`src/rtl/rf_pkg.sv`:
```
// Shared definitions for the 8x32 register file write path.
// Provides register file widths, write-source encodings and the queued write-back entry type.
package rf_pkg;

  localparam int unsigned RF_ADDR_W = 3;
  localparam int unsigned RF_DATA_W = 32;

  localparam logic SRC_ALU = 1'b0;
  localparam logic SRC_ID  = 1'b1;

  typedef struct packed {
    logic                 src;
    logic [RF_ADDR_W-1:0] addr;
    logic [RF_DATA_W-1:0] data;
  } wb_entry_t;

endpackage

```
`src/rtl/reg_writeback_ctrl_if.sv`:
```
// Write-back request channels (ALU and ID stage) plus the register file write port.
// master: pipeline/register-file side (drives requests, observes ready and w_*).
// slave : reg_writeback_ctrl side (accepts requests, drives ready and w_*).
interface reg_writeback_ctrl_if
  import rf_pkg::*;
#(
  parameter int unsigned ADDR_W = RF_ADDR_W,
  parameter int unsigned DATA_W = RF_DATA_W
);

  logic              alu_valid;
  logic              alu_ready;
  logic [ADDR_W-1:0] alu_addr;
  logic [DATA_W-1:0] alu_data;

  logic              id_valid;
  logic              id_ready;
  logic [ADDR_W-1:0] id_addr;
  logic [DATA_W-1:0] id_data;

  logic [ADDR_W-1:0] w_addr;
  logic              w_enable;
  logic              w_select;
  logic [DATA_W-1:0] w_alu;
  logic [DATA_W-1:0] w_id;

  modport master (
    output alu_valid, alu_addr, alu_data,
    output id_valid, id_addr, id_data,
    input  alu_ready, id_ready,
    input  w_addr, w_enable, w_select, w_alu, w_id
  );

  modport slave (
    input  alu_valid, alu_addr, alu_data,
    input  id_valid, id_addr, id_data,
    output alu_ready, id_ready,
    output w_addr, w_enable, w_select, w_alu, w_id
  );

endinterface

```
`src/rtl/wb_fifo.sv`:
```
// Circular buffer of write-back entries: up to two pushes (a older than b) and one pop per clock,
// plus a youngest-match lookup of two register addresses across all queued entries.
// Ports: clk, rst_n (sync, active-low); push_a/entry_a, push_b/entry_b; pop; head; count;
//        look_addr_0/1 -> hit_0/1, hit_data_0/1.
module wb_fifo
  import rf_pkg::*;
#(
  parameter  int unsigned DEPTH = 4,
  localparam int unsigned PTR_W = $clog2(DEPTH),
  localparam int unsigned CNT_W = $clog2(DEPTH) + 1
) (
  input  logic                 clk,
  input  logic                 rst_n,
  input  logic                 push_a,
  input  wb_entry_t            entry_a,
  input  logic                 push_b,
  input  wb_entry_t            entry_b,
  input  logic                 pop,
  output wb_entry_t            head,
  output logic [CNT_W-1:0]     count,
  input  logic [RF_ADDR_W-1:0] look_addr_0,
  input  logic [RF_ADDR_W-1:0] look_addr_1,
  output logic                 hit_0,
  output logic                 hit_1,
  output logic [RF_DATA_W-1:0] hit_data_0,
  output logic [RF_DATA_W-1:0] hit_data_1
);

  wb_entry_t        mem [DEPTH];
  logic [PTR_W-1:0] head_ptr;
  logic [PTR_W-1:0] tail_ptr;
  logic [PTR_W-1:0] look_idx;

  // Pointer and occupancy state; validity of a slot is implied by its age relative to head.
  always_ff @(posedge clk) begin
    if (!rst_n) begin
      head_ptr <= '0;
      tail_ptr <= '0;
      count    <= '0;
    end else begin
      if (pop) head_ptr <= head_ptr + PTR_W'(1);
      tail_ptr <= tail_ptr + PTR_W'(push_a) + PTR_W'(push_b);
      count    <= count + CNT_W'(push_a) + CNT_W'(push_b) - CNT_W'(pop);
    end
  end

  // Entry storage; entry_b lands behind entry_a when both push together.
  always_ff @(posedge clk) begin
    if (push_a) mem[tail_ptr] <= entry_a;
    if (push_a && push_b) mem[tail_ptr + PTR_W'(1)] <= entry_b;
    else if (push_b)      mem[tail_ptr] <= entry_b;
  end

  assign head = mem[head_ptr];

  // Walk oldest to youngest so the last match seen is the youngest.
  always_comb begin
    hit_0      = 1'b0;
    hit_1      = 1'b0;
    hit_data_0 = '0;
    hit_data_1 = '0;
    look_idx   = '0;
    for (int unsigned k = 0; k < DEPTH; k++) begin
      look_idx = head_ptr + PTR_W'(k);
      if (CNT_W'(k) < count) begin
        if (mem[look_idx].addr == look_addr_0) begin
          hit_0      = 1'b1;
          hit_data_0 = mem[look_idx].data;
        end
        if (mem[look_idx].addr == look_addr_1) begin
          hit_1      = 1'b1;
          hit_data_1 = mem[look_idx].data;
        end
      end
    end
  end

endmodule

```
`src/rtl/reg_writeback_ctrl.sv`:
```
// Write-side front end of the 8x32 register file. Accepts ALU and ID write-back requests,
// queues them in program order and commits the head entry to the register file every clock.
// Ports: clk, rst_n (sync, active-low); bus (slave: alu_*/id_* handshakes, w_* write port);
//        r_addr_0/1 -> pend_0/1, fwd_val_0/1 pending-write lookup; count (queued entries).
module reg_writeback_ctrl
  import rf_pkg::*;
#(
  parameter  int unsigned DATA_W     = RF_DATA_W,
  parameter  int unsigned ADDR_W     = RF_ADDR_W,
  parameter  int unsigned FIFO_DEPTH = 4,
  localparam int unsigned CNT_W      = $clog2(FIFO_DEPTH) + 1
) (
  input  logic                 clk,
  input  logic                 rst_n,
  reg_writeback_ctrl_if.slave  bus,
  input  logic [ADDR_W-1:0]    r_addr_0,
  input  logic [ADDR_W-1:0]    r_addr_1,
  output logic                 pend_0,
  output logic                 pend_1,
  output logic [DATA_W-1:0]    fwd_val_0,
  output logic [DATA_W-1:0]    fwd_val_1,
  output logic [CNT_W-1:0]     count
);

  localparam logic [CNT_W-1:0] DEPTH_CNT = CNT_W'(FIFO_DEPTH);

  logic                 push_alu;
  logic                 push_id;
  logic                 pop;
  wb_entry_t            entry_alu;
  wb_entry_t            entry_id;
  wb_entry_t            head;
  logic                 hit_0;
  logic                 hit_1;
  logic [RF_DATA_W-1:0] hit_data_0;
  logic [RF_DATA_W-1:0] hit_data_1;

  // Readiness looks only at registered occupancy; the ID slot is counted after a pending ALU request.
  assign bus.alu_ready = rst_n && (count < DEPTH_CNT);
  assign bus.id_ready  = rst_n && ((count + CNT_W'(bus.alu_valid)) < DEPTH_CNT);

  assign push_alu = bus.alu_valid && bus.alu_ready;
  assign push_id  = bus.id_valid  && bus.id_ready;
  assign pop      = rst_n && (count != '0);

  assign entry_alu = '{src: SRC_ALU, addr: RF_ADDR_W'(bus.alu_addr), data: RF_DATA_W'(bus.alu_data)};
  assign entry_id  = '{src: SRC_ID,  addr: RF_ADDR_W'(bus.id_addr),  data: RF_DATA_W'(bus.id_data)};

  // ALU goes in the older slot: its instruction precedes the one in ID.
  wb_fifo #(
    .DEPTH (FIFO_DEPTH)
  ) u_fifo (
    .clk         (clk),
    .rst_n       (rst_n),
    .push_a      (push_alu),
    .entry_a     (entry_alu),
    .push_b      (push_id),
    .entry_b     (entry_id),
    .pop         (pop),
    .head        (head),
    .count       (count),
    .look_addr_0 (RF_ADDR_W'(r_addr_0)),
    .look_addr_1 (RF_ADDR_W'(r_addr_1)),
    .hit_0       (hit_0),
    .hit_1       (hit_1),
    .hit_data_0  (hit_data_0),
    .hit_data_1  (hit_data_1)
  );

  // Head entry drives the write port; everything is zero when nothing commits.
  assign bus.w_enable = pop;
  assign bus.w_addr   = pop ? ADDR_W'(head.addr) : '0;
  assign bus.w_select = pop ? head.src : SRC_ALU;
  assign bus.w_alu    = pop ? DATA_W'(head.data) : '0;
  assign bus.w_id     = pop ? DATA_W'(head.data) : '0;

  assign pend_0    = rst_n && hit_0;
  assign pend_1    = rst_n && hit_1;
  assign fwd_val_0 = pend_0 ? DATA_W'(hit_data_0) : '0;
  assign fwd_val_1 = pend_1 ? DATA_W'(hit_data_1) : '0;

endmodule

```
`src/flat_wrapper.sv`:
```
// flat-port wrapper written by rule: the top's interface ports become plain ports
module reg_writeback_ctrl_flat import rf_pkg::*;
#(
  parameter  int unsigned DATA_W     = RF_DATA_W,
  parameter  int unsigned ADDR_W     = RF_ADDR_W,
  parameter  int unsigned FIFO_DEPTH = 4,
  localparam int unsigned CNT_W      = $clog2(FIFO_DEPTH) + 1
)
  (clk, rst_n, r_addr_0, r_addr_1, pend_0, pend_1, fwd_val_0, fwd_val_1, count, bus_alu_valid, bus_alu_addr, bus_alu_data, bus_id_valid, bus_id_addr, bus_id_data, bus_alu_ready, bus_id_ready, bus_w_addr, bus_w_enable, bus_w_select, bus_w_alu, bus_w_id);
  reg_writeback_ctrl_if #(.ADDR_W(ADDR_W), .DATA_W(DATA_W)) bus_i ();
  input  logic clk;
  input  logic rst_n;
  input  logic [ADDR_W-1:0] r_addr_0;
  input  logic [ADDR_W-1:0] r_addr_1;
  output logic pend_0;
  output logic pend_1;
  output logic [DATA_W-1:0] fwd_val_0;
  output logic [DATA_W-1:0] fwd_val_1;
  output logic [CNT_W-1:0] count;
  input wire logic [$bits(bus_i.alu_valid)-1:0] bus_alu_valid;
  input wire logic [$bits(bus_i.alu_addr)-1:0] bus_alu_addr;
  input wire logic [$bits(bus_i.alu_data)-1:0] bus_alu_data;
  input wire logic [$bits(bus_i.id_valid)-1:0] bus_id_valid;
  input wire logic [$bits(bus_i.id_addr)-1:0] bus_id_addr;
  input wire logic [$bits(bus_i.id_data)-1:0] bus_id_data;
  output wire logic [$bits(bus_i.alu_ready)-1:0] bus_alu_ready;
  output wire logic [$bits(bus_i.id_ready)-1:0] bus_id_ready;
  output wire logic [$bits(bus_i.w_addr)-1:0] bus_w_addr;
  output wire logic [$bits(bus_i.w_enable)-1:0] bus_w_enable;
  output wire logic [$bits(bus_i.w_select)-1:0] bus_w_select;
  output wire logic [$bits(bus_i.w_alu)-1:0] bus_w_alu;
  output wire logic [$bits(bus_i.w_id)-1:0] bus_w_id;
  assign bus_i.alu_valid = bus_alu_valid;
  assign bus_i.alu_addr = bus_alu_addr;
  assign bus_i.alu_data = bus_alu_data;
  assign bus_i.id_valid = bus_id_valid;
  assign bus_i.id_addr = bus_id_addr;
  assign bus_i.id_data = bus_id_data;
  assign bus_alu_ready = bus_i.alu_ready;
  assign bus_id_ready = bus_i.id_ready;
  assign bus_w_addr = bus_i.w_addr;
  assign bus_w_enable = bus_i.w_enable;
  assign bus_w_select = bus_i.w_select;
  assign bus_w_alu = bus_i.w_alu;
  assign bus_w_id = bus_i.w_id;
  reg_writeback_ctrl #(.DATA_W(DATA_W), .ADDR_W(ADDR_W), .FIFO_DEPTH(FIFO_DEPTH)) u_core (.clk(clk), .rst_n(rst_n), .bus(bus_i), .r_addr_0(r_addr_0), .r_addr_1(r_addr_1), .pend_0(pend_0), .pend_1(pend_1), .fwd_val_0(fwd_val_0), .fwd_val_1(fwd_val_1), .count(count));
endmodule
```
`config.mk`:
```
export PLATFORM = sky130hd
export DESIGN_NAME = reg_writeback_ctrl_flat
export DESIGN_NICKNAME = d
export VERILOG_FILES = /design/src/rtl/rf_pkg.sv /design/src/rtl/reg_writeback_ctrl_if.sv /design/src/rtl/wb_fifo.sv /design/src/rtl/reg_writeback_ctrl.sv /design/src/flat_wrapper.sv
export SDC_FILE = /design/constraint.sdc
export NUM_CORES = 1
export LEC_CHECK = 0
export BUFFER_PORTS_ARGS = -buffer_cell sky130_fd_sc_hd__buf_2
export CAP_MARGIN = 30
export CELL_PAD_IN_SITES_DETAIL_PLACEMENT = 1
export CELL_PAD_IN_SITES_GLOBAL_PLACEMENT = 2
export CORE_UTILIZATION = 41
export CTS_CLUSTER_SIZE = 25
export DETAILED_ROUTE_END_ITERATION = 12
export PLACE_DENSITY_LB_ADDON = 0.1
export RECOVER_POWER = 25
export SYNTH_ARGS = -nofsm -noshare
export SYNTH_HDL_FRONTEND = slang
export SYNTH_SLANG_ARGS = --single-unit
```
`constraint.sdc`:
```
create_clock -name clk -period 6.1 [get_ports clk]
set_clock_uncertainty 0.1 [all_clocks]
set_input_delay 0.305 -clock clk [delete_from_list [all_inputs] [get_ports clk]]
set_output_delay 0.305 -clock clk [all_outputs]
set_load 0.01 [all_outputs]
```
==> flow_summary_export.csv, run 1 <==
group,metric,value,unit
synth,synth-adder-area-share,0.782,%
detailed_routing,number_of_drc_violations_after_detailed_routing_iteration_0,894,
clocking,cts_max_level,4,
critical_path,worstReg2RegStart,"u_core.u_fifo.tail_ptr[1]",
pwr,max-vdd-ir-drop,0.000236,V
place,numPortBuffers,219,
grt,grt_antenna_before_repair,2,
clocking,postCtsSetupBuffers,0,
timing,maxSlewViolCount,164,
synth,synth_simple_gate_area_share,9.52,%
final_layout,layout_cell_share_with_drive_strength_beyond_1,31.2,%
final_layout,syn_to_final_growth,13.4,%
synth,largest_family_of_logic_cells_by_synthesized_area,"multiplexers",
run_status,outcome,"complete, but fails checks",
timing,max_slew_margin,-83.6,%
critical_path,crit_path_max_incr_delay,1.96,ns
clocking,cts_tree,"done",
grt,global_route_total_overflow,0,
clocking,clock_latency,0.43,ns
grt,grt_util_all_layers,28.4,%
critical_path,rrSetupSlack,2.19,ns
critical_path,critical_path_peak_fanout,49,
clocking,clkTransAtPathRegs,0.08,ns
critical_path,setup.worst_path.class,"in2reg",
detailed_routing,num_vias,10700,
synth,synth-edff-count,140,
timing,min_period,5.19,ns
grt,number_of_global_route_vias_before_repair,10800,
floorplanning,die_x,176,um
grt,grt_pass1_wl,65.7,mm
job,drv.max_cap_violation_count,4,
timing,final_setup_violation_count,0,
clocking,cts-resized-gates,0,
clocking,cts.root.buffer_cell,"sky130_fd_sc_hd__clkbuf_16",
critical_path,worst_r2r_path_depth,4,
timing,min_period_over_period,85.1,%
synth,ys_seq_elements,153,
synth,synth.top_cell.area_share,33.7,%
critical_path,cp_slowest_cell,"sky130_fd_sc_hd__clkbuf_1",
hold_path,hold-path-endpoint,"u_core.u_fifo.mem[2][23]",
pwr,power_density,422,nW/um^2
timing,grt_setup_unrepaired,"false",
clocking,post_cts_hold_buffer_count,0,
critical_path,cp_cell_sequence,"buf_2 -> clkbuf_1 -> nor2b_1 -> nand2_1 -> nor2_4 -> clkbuf_1 -> a22o_1",
detailed_routing,ant_nets,0,
timing,max_slew.worst_pin.slew,2.75,ns
synth,share_of_the_synthesized_area_in_compound_gates_ao_oa_aoi_oai,20.1,%
floorplanning,fp-row-count,63,
synth,synth-xor-area-share,1.97,%
hold_path,hold_start,"bus_id_data[23]",
floorplanning,die_height,176,um
floorplanning,design.die.area,31100,sq um
run_status,violations_in_the_final_reports,"max-capacitance violations, max-slew violations",
grt,largest_net_degree_at_the_start_of_global_routing,67,
synth,synth_async_sr_flop_share,0,%
timing,hold_viol_final,0,
synth,postSynthAreaPerCell,11.5,sq um
place,hpwl,27.8,mm
synth,synth_top_flop_cell,"sky130_fd_sc_hd__edfxtp_1",
detailed_routing,wl_per_cell,27.5,um
detailed_routing,drt_drc_violations_left,0,
synth,yosys-top-cells-area,"sky130_fd_sc_hd__edfxtp_1, sky130_fd_sc_hd__mux4_2, sky130_fd_sc_hd__a22o_1, sky130_fd_sc_hd__and3_1, sky130_fd_sc_hd__nand2_1",
final_layout,fin_nets,1286,
critical_path,worst_setup_path_end_kind,"register",
pwr,leakage,0.00492,uW
critical_path,timing.rr.end,"u_core.u_fifo.mem[2][9]",
synth,post_synth_num_cell_types,52,
final_layout,fin_util,47.5,%
critical_path,cp_top_family,"buffers and inverters",
critical_path,critPathLaunchType,"input port",
synth,synth.mux.area_fraction,24.5,%
hold_path,worst_hold_path_type,"in2reg",
critical_path,crit_arrival,5.38,ns
detailed_routing,detail_route.first_pass.iterations,5,
floorplanning,core_area,29800,sq um
pwr,fin_total_pwr,5980,uW
synth,post_synth_instance_area,12500,sq um
critical_path,path_common_cell,"sky130_fd_sc_hd__clkbuf_1",
floorplanning,top_level_port_count,220,
detailed_routing,wl,44.2,mm
critical_path,combined_buffer_and_inverter_count_along_the_critical_path,3,
synth,post-synth-top-area-cell,"sky130_fd_sc_hd__edfxtp_1",
detailed_routing,via_per_inst,6.64,
synth,synthTopCellsByCount,"sky130_fd_sc_hd__a22o_1, sky130_fd_sc_hd__edfxtp_1, sky130_fd_sc_hd__mux4_2",
clocking,clock-sinks,153,
timing,fin_tns_setup,0,ns
critical_path,timing.critical_path.required,6.28,ns
clocking,numCtsBuffers,17,
synth,sequential_share_of_the_synthesized_area,35.8,%
floorplanning,start_util,41.9,%
synth,syn-instance-count,1081,
place,gp_congestion,0.764,
synth,synth.net_count,1167,
synth,synthesis.yosys.warnings,0,
hold_path,worstHoldPathCells,2,
timing,fmax,193,MHz
clocking,clockBufferDepth,2,
area by class of cell:
cell class | count | area, sq um
multi-input combinational | 741 | 7210
sequential | 153 | 4480
fill | 3241 | 15600
timing repair buffer | 247 | 1240
antenna | 2 | 5.00
inverter | 40 | 150
clock inverter | 15 | 156
tap | 390 | 488
clock buffer | 17 | 425
metrics by stage:
stage                     cells  cell area, sq um  setup slack [ns]  hold WS, ns
after floorplan            1081             12500              1.63        0.332
after global placement     1569             13600              1.75        0.350
after detailed placement   1571             13700              2.01        0.355
after CTS                  1603             14200              1.53       0.0854
after global routing       1603             14100             0.816        0.103
final                      1605             14200             0.906       0.0981
power by group:
part | internal [uW] | switching (uW)
clock | 580 | 479
sequential | 1340 | 299
combinational | 1450 | 1830
total | 3370 | 2600
registers in the layout, summed over array words and instances, names as in the netlist, named ones only:
register and cells:
u_core.u_fifo.tail_ptr 2, u_core.u_fifo.head_ptr 2, u_core.u_fifo.mem 144, u_core.u_fifo.count 3
placed cells by master (no fill, tap or decap), types with 22 or more instances in the layout:
cell type | synthesis | final
sky130_fd_sc_hd__a21oi_1 | 44 | 44
sky130_fd_sc_hd__a22o_1 | 140 | 140
sky130_fd_sc_hd__a22oi_1 | 27 | 27
sky130_fd_sc_hd__a311oi_1 | 27 | 27
sky130_fd_sc_hd__and3_1 | 70 | 70
sky130_fd_sc_hd__buf_2 | 34 | 157
sky130_fd_sc_hd__buf_4 | 33 | 23
sky130_fd_sc_hd__clkbuf_1 | 66 | 65
sky130_fd_sc_hd__edfxtp_1 | 140 | 140
sky130_fd_sc_hd__inv_1 | 38 | 38
sky130_fd_sc_hd__mux4_2 | 131 | 131
sky130_fd_sc_hd__nand2_1 | 74 | 74
sky130_fd_sc_hd__nor2_1 | 58 | 52
sky130_fd_sc_hd__o21ai_0 | 38 | 37
sky130_fd_sc_hd__o221ai_1 | 27 | 27
sky130_fd_sc_hd__xnor2_1 | 22 | 22
cells by family after synthesis:
group | after synthesis
compound gates | 329
xor+xnor | 28
fa+ha+maj | 6
buf+inv | 187
flops | 153
mux | 141
simple gates | 237
metal layers:
metal	global-route usage, %	part of all wire (%)	vias to the layer above
li1	-	-	4609
met1	35.4	40	5517
met2	50.1	52	468
met3	4.05	6.5	70
met4	9.91	2.2	0
met5	0	0	-
worst max path at each step:
stage / start / end / slack (ns) / cells after the start
6_report: rst_n / u_core.u_fifo.mem[2][9] / 0.91 / 7
2_1_floorplan: u_core.u_fifo.count[0] / u_core.u_fifo.mem[0][0] / 1.63 / 6
3_3_place_gp: u_core.u_fifo.head_ptr[1] / fwd_val_0[24] / 1.75 / 9
3_5_place_dp: u_core.u_fifo.head_ptr[1] / fwd_val_1[16] / 2.01 / 8
4_1_cts: u_core.u_fifo.head_ptr[1] / fwd_val_1[26] / 1.53 / 8
5_1_grt: rst_n / u_core.u_fifo.mem[3][28] / 0.82 / 9
Power figures use the tool's default switching activity.
==> run 2: changes to the inputs <==
--- a/config.mk
+++ b/config.mk
@@ -16,2 +16,3 @@
 export RECOVER_POWER = 25
+export SLEW_MARGIN = 20
 export SYNTH_ARGS = -nofsm -noshare
==> constraint.sdc (replaced) <==
create_clock -name clk -period 6.1 [get_ports clk]
set_clock_uncertainty 0.1 [all_clocks]
set_input_delay 1.22 -clock clk [delete_from_list [all_inputs] [get_ports clk]]
set_output_delay 1.22 -clock clk [all_outputs]
set_load 0.01 [all_outputs]
==> flow_summary_export.csv, run 2 (synthesis gave the netlist of run 1 again) <==
group,metric,value,unit
run_status,outcome,"complete, but fails checks",
critical_path,critPathLaunchType,"input port",
timing,grt_setup_unrepaired,"false",
floorplanning,fp-row-count,63,
run_status,violations_in_the_final_reports,"max-capacitance violations, max-slew violations",
critical_path,crit_arrival,5.62,ns
clocking,postCtsSetupBuffers,0,
timing,max_slew_margin,-93.1,%
timing,min_period_over_period,89.2,%
detailed_routing,wl_met1,17.8,mm
critical_path,timing.rr.end,"u_core.u_fifo.mem[0][31]",
detailed_routing,ant_nets,0,
critical_path,cp_slowest_cell,"sky130_fd_sc_hd__clkbuf_1",
timing,max_slew.worst_pin.slew,2.90,ns
final_layout,syn_to_final_growth,14.3,%
final_layout,most-common-layout-cells,"sky130_fd_sc_hd__buf_2, sky130_fd_sc_hd__a22o_1, sky130_fd_sc_hd__edfxtp_1, sky130_fd_sc_hd__mux4_2, sky130_fd_sc_hd__nand2_1",
critical_path,crit_path_max_incr_delay,1.39,ns
critical_path,cp_top_family,"buffers and inverters",
place,numPortBuffers,219,
detailed_routing,number_of_drc_violations_after_detailed_routing_iteration_0,868,
detailed_routing,via_per_inst,6.54,
place,hpwl,28.1,mm
clocking,clock_latency,0.43,ns
pwr,power_density,422,nW/um^2
floorplanning,top_level_port_count,220,
detailed_routing,num_vias,10500,
pwr,leakage,0.00516,uW
hold_path,worst_hold_path_type,"reg2reg",
critical_path,rrSetupSlack,2.16,ns
final_layout,top_registers,"u_core.u_fifo.mem x144, u_core.u_fifo.count x3",
final_layout,antenna_cells_inserted,0,
final_layout,fin_nets,1292,
floorplanning,start_util,41.9,%
critical_path,setup.worst_path.class,"in2reg",
clocking,cts_tree,"done",
floorplanning,design.die.area,31100,sq um
critical_path,timing.critical_path.required,6.28,ns
grt,largest_net_degree_at_the_start_of_global_routing,66,
timing,fmax,184,MHz
critical_path,worst_r2r_path_depth,8,
timing,fin_tns_setup,0,ns
clocking,cts.root.buffer_cell,"sky130_fd_sc_hd__clkbuf_16",
final_layout,largest_register,"u_core.u_fifo.mem",
grt,grt_antenna_before_repair,0,
grt,global_route_total_overflow,0,
place,placed_cells,1577,
hold_path,worstHoldPathCells,2,
final_layout,final-instance-count-excl-fill,1609,
clocking,post_cts_hold_buffer_count,0,
timing,final_setup_violation_count,0,
floorplanning,die_x,176,um
floorplanning,core_area,29800,sq um
clocking,numCtsBuffers,17,
detailed_routing,met2_routed_wirelength,22.2,mm
grt,grt_util_all_layers,28.4,%
final_layout,number_of_flip_flops_under_the_largest_register_name,144,
hold_path,hold-path-endpoint,"u_core.u_fifo.mem[3][35]",
critical_path,worst_setup_path_end_kind,"register",
clocking,clockBufferDepth,2,
pwr,fin_total_pwr,6020,uW
timing,hold_viol_final,0,
grt,number_of_global_route_vias_before_repair,10600,
final_layout,layout_cell_share_with_drive_strength_beyond_1,35.4,%
clocking,cts-resized-gates,0,
timing,min_period,5.44,ns
clocking,clock-sinks,153,
detailed_routing,dr.max_layer_used,"met4",
hold_path,hold_start,"u_core.u_fifo.mem[3][35]",
timing,maxSlewViolCount,122,
detailed_routing,wl,43.7,mm
final_layout,layout.cells.most_common,"sky130_fd_sc_hd__buf_2",
critical_path,cp_cell_sequence,"clkbuf_1 -> nor2b_1 -> nand2_1 -> inv_1 -> nand2_1 -> nor2_4 -> o21a_1 -> clkbuf_1 -> a22o_1",
clocking,cts_max_level,4,
critical_path,critical_path_peak_fanout,23,
clocking,clkTransAtPathRegs,0.06,ns
detailed_routing,wl_per_cell,27.2,um
detailed_routing,met3_length,2.40,mm
job,drv.max_cap_violation_count,4,
grt,grt_pass1_wl,64.9,mm
critical_path,combined_buffer_and_inverter_count_along_the_critical_path,3,
place,gp_congestion,0.794,
detailed_routing,drt_drc_violations_left,0,
detailed_routing,detail_route.first_pass.iterations,5,
pwr,max-vdd-ir-drop,0.000214,V
critical_path,worstReg2RegStart,"u_core.u_fifo.count[2]",
floorplanning,die_height,176,um
-- run 2: final cells by class --
class	count	area, sq um
Sequential cell	153	4470
Clock buffer	20	437
Fill cell	3212	15500
Multi-Input combinational cell	741	7200
Tap cell	390	488
Inverter	40	150
Timing Repair Buffer	253	1360
Clock inverter	12	153
-- run 2: worst register-to-register path, stage by stage (launching register included) --
cell and delay, ns:
sky130_fd_sc_hd__dfxtp_1 0.39, sky130_fd_sc_hd__nor2b_1 0.18, sky130_fd_sc_hd__nand2_1 0.24, sky130_fd_sc_hd__inv_1 0.27, sky130_fd_sc_hd__nand2_1 0.15, sky130_fd_sc_hd__nor2_4 0.14, sky130_fd_sc_hd__o21a_1 0.60, sky130_fd_sc_hd__clkbuf_1 1.39
sky130_fd_sc_hd__a22o_1 0.32
-- run 2: stage by stage --
step	setup WS (ns)	hold slack, ns	area (sq um)	utilization, %
5_1_grt	0.480	0.414	14300	47.9
3_5_place_dp	1.25	0.372	13700	46.1
6_report	0.662	0.407	14300	47.9
4_1_cts	1.10	0.399	14300	48.1
3_3_place_gp	1.20	0.358	13700	45.9
2_1_floorplan	0.847	0.332	12500	-
-- run 2: power by group --
part           internal [uW]  switching (uW)
combinational           1510            1930
sequential              1340             165
clock                    643             430
-- run 2: how the worst max path moves through the flow --
stage                              start                  endpoint  slack (ns)  cells past startpoint
6_report                           rst_n  u_core.u_fifo.mem[0][31]        0.66                      9
3_5_place_dp                 r_addr_0[1]             fwd_val_0[30]        1.25                      8
3_3_place_gp                 r_addr_0[1]             fwd_val_0[30]        1.20                      8
2_1_floorplan              bus_alu_valid   u_core.u_fifo.mem[0][0]        0.85                      6
4_1_cts        u_core.u_fifo.head_ptr[0]             fwd_val_1[21]        1.10                      6
5_1_grt                            rst_n  u_core.u_fifo.mem[3][31]        0.48                      8
-- run 2: routing by layer --
metal | GRT usage (%) | vias up
met1 | 35.6 | 5418
met2 | 50.1 | 427
met4 | 10.6 | 0
met5 | 0 | -
met3 | 3.29 | 73
li1 | - | 4601
